--- config.mk ---
export PLATFORM = sky130hd
export DESIGN_NAME = mux4_scanner_flat
export DESIGN_NICKNAME = d
export VERILOG_FILES = /design/src/rtl/mux4_scanner_if.sv /design/src/rtl/mux4_scanner.sv /design/src/flat_wrapper.sv
export SDC_FILE = /design/constraint.sdc
export NUM_CORES = 1
export LEC_CHECK = 0
export BUFFER_PORTS_ARGS = -buffer_cell sky130_fd_sc_hd__buf_2
export CAP_MARGIN = 10
export CORE_MARGIN = 1.5
export CORE_UTILIZATION = 45
export CTS_BUF_LIST = sky130_fd_sc_hd__clkbuf_16
export CTS_CLUSTER_DIAMETER = 200
export CTS_CLUSTER_SIZE = 16
export DETAILED_ROUTE_END_ITERATION = 10
export PLACE_DENSITY = 0.68
export SYNTH_ARGS = -nofsm -noshare
export SYNTH_HDL_FRONTEND = slang
export SYNTH_SLANG_ARGS = --single-unit
--- constraint.sdc ---
create_clock -name clk -period 1.7 [get_ports clk]
set_clock_uncertainty 0.15 [all_clocks]
set_input_delay 0.085 -clock clk [delete_from_list [all_inputs] [get_ports clk]]
set_output_delay 0.085 -clock clk [all_outputs]
set_load 0.005 [all_outputs]
--- src/rtl/mux4_scanner_if.sv ---
// mux4_scanner_if: channel bus between a 4-to-1 collector and its user.
//   en, auto, s, d        : controls and channel lines into the collector
//   y, s_out, valid       : registered selected value, its channel, strobe
//   frame, sample         : frame-complete pulse and last complete frame word
// master modport is the user side, slave modport is the collector side.
interface mux4_scanner_if;
  logic       en;
  logic       auto;
  logic [1:0] s;
  logic [3:0] d;
  logic       y;
  logic [1:0] s_out;
  logic       valid;
  logic       frame;
  logic [3:0] sample;

  modport master (
    output en, auto, s, d,
    input  y, s_out, valid, frame, sample
  );

  modport slave (
    input  en, auto, s, d,
    output y, s_out, valid, frame, sample
  );
endinterface

--- src/rtl/mux4_scanner.sv ---
// mux4_scanner: registered 4-to-1 collector with manual and round-robin modes.
//   clk   : system clock, rising edge
//   rst   : synchronous active-high reset
//   bus   : mux4_scanner_if.slave
//           en=0 idles the block; auto=0 selects d[s] every cycle;
//           auto=1 scans channels 0..3, DWELL cycles each, sampling each
//           channel on the last cycle of its dwell and publishing the
//           4-bit frame on sample with a one-cycle frame pulse.
// All outputs are registered; no input reaches an output combinationally.
module mux4_scanner #(
  parameter int unsigned DWELL = 4
) (
  input  logic           clk,
  input  logic           rst,
  mux4_scanner_if.slave  bus
);

  localparam int unsigned   CW   = (DWELL > 1) ? $clog2(DWELL) : 1;
  localparam logic [CW-1:0] LAST = CW'(DWELL - 1);

  typedef enum logic [1:0] {IDLE, MANUAL, SCAN} state_t;

  state_t        state;
  logic [1:0]    ch;
  logic [CW-1:0] cnt;
  logic [2:0]    shadow;
  logic          y_r;
  logic [1:0]    s_out_r;
  logic          valid_r;
  logic          frame_r;
  logic [3:0]    sample_r;
  logic          last;

  assign last       = (cnt == LAST);
  assign bus.y      = y_r;
  assign bus.s_out  = s_out_r;
  assign bus.valid  = valid_r;
  assign bus.frame  = frame_r;
  assign bus.sample = sample_r;

  always_ff @(posedge clk) begin
    if (rst) begin
      state    <= IDLE;
      ch       <= '0;
      cnt      <= '0;
      shadow   <= '0;
      y_r      <= 1'b0;
      s_out_r  <= '0;
      valid_r  <= 1'b0;
      frame_r  <= 1'b0;
      sample_r <= '0;
    end else if (!bus.en) begin
      state   <= IDLE;
      y_r     <= 1'b0;
      s_out_r <= '0;
      valid_r <= 1'b0;
      frame_r <= 1'b0;
    end else if (!bus.auto) begin
      state   <= MANUAL;
      y_r     <= bus.d[bus.s];
      s_out_r <= bus.s;
      valid_r <= 1'b1;
      frame_r <= 1'b0;
    end else if (state != SCAN) begin
      // Entry edge: restart the frame at channel 0; any partial shadow
      // bits from an aborted scan are overwritten before they are used.
      state   <= SCAN;
      ch      <= '0;
      cnt     <= '0;
      y_r     <= 1'b0;
      s_out_r <= '0;
      valid_r <= 1'b0;
      frame_r <= 1'b0;
    end else begin
      y_r     <= bus.d[ch];
      s_out_r <= ch;
      valid_r <= last;
      if (last) begin
        cnt <= '0;
        ch  <= ch + 2'd1;
        if (ch == 2'd3) begin
          // Channel 3 goes straight into the frame word; it never needs
          // a shadow slot.
          sample_r <= {bus.d[3], shadow};
          frame_r  <= 1'b1;
        end else begin
          shadow[ch] <= bus.d[ch];
          frame_r    <= 1'b0;
        end
      end else begin
        cnt     <= cnt + 1'b1;
        frame_r <= 1'b0;
      end
    end
  end

endmodule

--- src/flat_wrapper.sv ---
// flat-port wrapper written by rule: the top's interface ports become plain ports
module mux4_scanner_flat 
#(
  parameter int unsigned DWELL = 4
)
  (clk, rst, bus_en, bus_auto, bus_s, bus_d, bus_y, bus_s_out, bus_valid, bus_frame, bus_sample);
  mux4_scanner_if bus_i ();
  input  logic clk;
  input  logic rst;
  input wire logic [$bits(bus_i.en)-1:0] bus_en;
  input wire logic [$bits(bus_i.auto)-1:0] bus_auto;
  input wire logic [$bits(bus_i.s)-1:0] bus_s;
  input wire logic [$bits(bus_i.d)-1:0] bus_d;
  output wire logic [$bits(bus_i.y)-1:0] bus_y;
  output wire logic [$bits(bus_i.s_out)-1:0] bus_s_out;
  output wire logic [$bits(bus_i.valid)-1:0] bus_valid;
  output wire logic [$bits(bus_i.frame)-1:0] bus_frame;
  output wire logic [$bits(bus_i.sample)-1:0] bus_sample;
  assign bus_i.en = bus_en;
  assign bus_i.auto = bus_auto;
  assign bus_i.s = bus_s;
  assign bus_i.d = bus_d;
  assign bus_y = bus_i.y;
  assign bus_s_out = bus_i.s_out;
  assign bus_valid = bus_i.valid;
  assign bus_frame = bus_i.frame;
  assign bus_sample = bus_i.sample;
  mux4_scanner #(.DWELL(DWELL)) u_core (.clk(clk), .rst(rst), .bus(bus_i));
endmodule
==> metrics.cfg <==
[synth]
synth_nets=97
synth-xor-area-share_pct=0
synth_top_family_by_area=simple AND/OR/NAND/NOR gates
synthMuxAreaShare_pct=9.240
seq_area_frac_synth_pct=42.92
synthDistinctLibCells=29
synthAdderAreaFrac_pct=7.452
synth_ff_type=dfxtp_1
syn-instance-count=82
synth_edf_count=0
postSynthAreaPerCell_um2=10.24
synth_seq_cells=18
synth_warnings=0
postSynth.asyncResetShare_pct=0
synth.cell_area_um2=839.6
yosys.area_share.simple_pct=24.14
synth_compound_area_share_pct=12.82

[floorplan]
die_x_um=46.20
core_um2=1745
die_h_um=46.20
rows=15
initial_core_util_pct=48.10
die_area_um2=2134
ios=19

[power]
p_sw_uw=171.2
power_frac_seq_pct=45.9
ir_drop_v=0.0005412
p_leak_uw=0.0005052
power.density_nw_per_um2=870.9
swShare_pct=18.24
p_comb_share_pct=6.2
clkPwrFrac_pct=47.9
p_int_uw=767.0
total_power_uw=938.2

[place]
placement.io_buffers=18
gp_congestion=0.8056
pre_cts_slack_ps=96.97
post-dp-hpwl_mm=1.189

[worst_setup_path]
startpoint_type=input pin
cp_data_required_time_ps=1690
critical_path_class=in -> reg
crit_path_max_fanout=4
endpoint_kind=flip-flop
critPathArrivalTime_ps=1620

[route]
wirelength_mm=1.573
ant_nets=0
via_per_inst=5.137
drtIter0Drc=6
drc=0
vias=673
wl_per_cell_um=12.01
drtPass1Iterations=4

[layout]
final_nets=123
insertedDiodeCount=0
drive_gt1_share_pct=29.25
syn2layout_area_growth_pct=28.32
utilization_pct=61.72

[global_route]
grt.overflow.total=0
grt_pass1_wl_mm=2.518
grt_pass1_vias=611
antenna_found_initial=0
grt_max_degree=10
grtUsageTotal_pct=16.89

[clock_network]
clock_latency_ps=240
clkSinkCount=18
post_cts_buffers=0
cts_buffers=3
cts_htree_levels=1
clock_path_buffers=2
clk_pin_slew_ps=50
root_buffer=clkbuf_16
cts_tree=done

[status]
violations=negative hold slack
outcome=complete, but fails checks

[job]
max-cap-violations=0

[sta]
min_period_ps=1633
rsz0062_at_grt=no
max_freq_mhz=612.4
setup_tns_ps=0
worst_slew_pin_slew_ps=346.6
hold_violations=1
drv_slew=0
setup_viol=0
relSlewSlack_pct=76.84
hold_slack_ps=-7.100
finalCritPeriodShare_pct=96.05
setup_ws_ps=67.21

[min_path]
hold_class=in -> reg

cells in the final DEF, fill, tap and decap left out, types with 2 or more instances in the layout:
cell type      netlist  layout
and3b_1              3       3
ha_1                 5       5
buf_4                0       2
buf_2                2      18
nor2b_1              5       5
a21o_1               2       2
nand2_1              6       6
clkbuf_16            0       3
dlygate4sd3_1        0       4
mux4_2               2       2
a22o_2               2       2
nor2_1               3       3
nand3_1              3       3
and4_1               2       2
a21oi_1              5       5
and4b_1              3       3
dfxtp_1             18      18
nand2b_1             2       2
inv_1                4       4
mux2_2               2       2
o21ai_0              2       2
worst max-delay path: stages:
cell and delay [ps]:
dlygate4sd3_1 540, buf_2 140, mux4_2 510, and4_1 200, a21o_1 140
synth_stat cells, types with 2 or more instances:
cell       n  area [um2]
dfxtp_1   18       360.4
nand2_1    6       22.52
a21oi_1    5       25.02
ha_1       5       62.56
nor2b_1    5       31.28
inv_1      4       15.01
and3b_1    3       26.28
and4b_1    3       30.03
nand3_1    3       15.01
nor2_1     3       11.26
a21o_1     2       15.01
a22o_2     2       20.02
and4_1     2       17.52
buf_2      2       10.01
mux2_2     2       22.52
mux4_2     2       45.04
nand2b_1   2       12.51
o21ai_0    2       10.01
final timing paths:
| kind | start | endpoint | slack, ps | cells after the start |
|---|---|---|---|---|
| max | bus_d[3] | u_core.shadow[2] | 70 | 5 |
| min | rst | u_core.bus.frame | -7 | 2 |
| max reg2reg | u_core.ch[0] | u_core.shadow[2] | 90 | 3 |
| min reg2reg | u_core.cnt[1] | u_core.cnt[1] | 310 | 2 |
timing repair:
item | CTS | global route
hold buffers | 4 | 0
endpoints found under the setup margin | 0 | 2
gates resized for setup | 0 | 1
hold endpoints to repair | 4 | 0
metrics by stage:
step | instances | instance area, um2
6_report | 131 | 1077
3_3_place_gp | 124 | 962.2
2_1_floorplan | 82 | 839.6
4_1_cts | 131 | 1077
5_1_grt | 131 | 1077
3_5_place_dp | 124 | 962.2
flip-flops by register name, summed over array words and instances, names as in the netlist:
signal and flops:
u_core.bus.sample 4, u_core.shadow 3, u_core.bus.s_out 2, u_core.ch 2
u_core.cnt 2, u_core.state 2, u_core.bus.frame 1, u_core.bus.valid 1
u_core.bus.y 1
metal layers:
metal	GRT usage (%)	up-vias	wire, um
li1	-	346	-
met1	20.81	306	739
met2	28.33	17	754
met3	3.529	4	58
met4	6.857	0	21
met5	0	-	0
cell type report:
class	count	area, um2
Inverter	4	15.01
Clock buffer	3	75.07
Multi-Input combinational cell	57	450.4
Tap cell	25	31.28
Fill cell	145	668.1
Timing Repair Buffer	24	145.1
Sequential cell	18	360.3
cell families (layout without fill, tap and decap cells):
family / count (synthesis) / in the layout
compound gates: 15 / 15
simple gates: 32 / 32
buf+inv: 7 / 31
flops: 18 / 18
fa+ha+maj: 5 / 5
mux: 5 / 5
power groups by stage:
stage | Sequential (uW) | Combinational, uW | Clock (uW)
6_report | 431 | 57.9 | 450
5_1_grt | 430 | 64.2 | 478
4_1_cts | 430 | 57.8 | 462
3_5_place_dp | 439 | 50.7 | 0
3_3_place_gp | 439 | 50.2 | 0
2_1_floorplan | 439 | 25.1 | 0
Power figures use the tool's default switching activity.
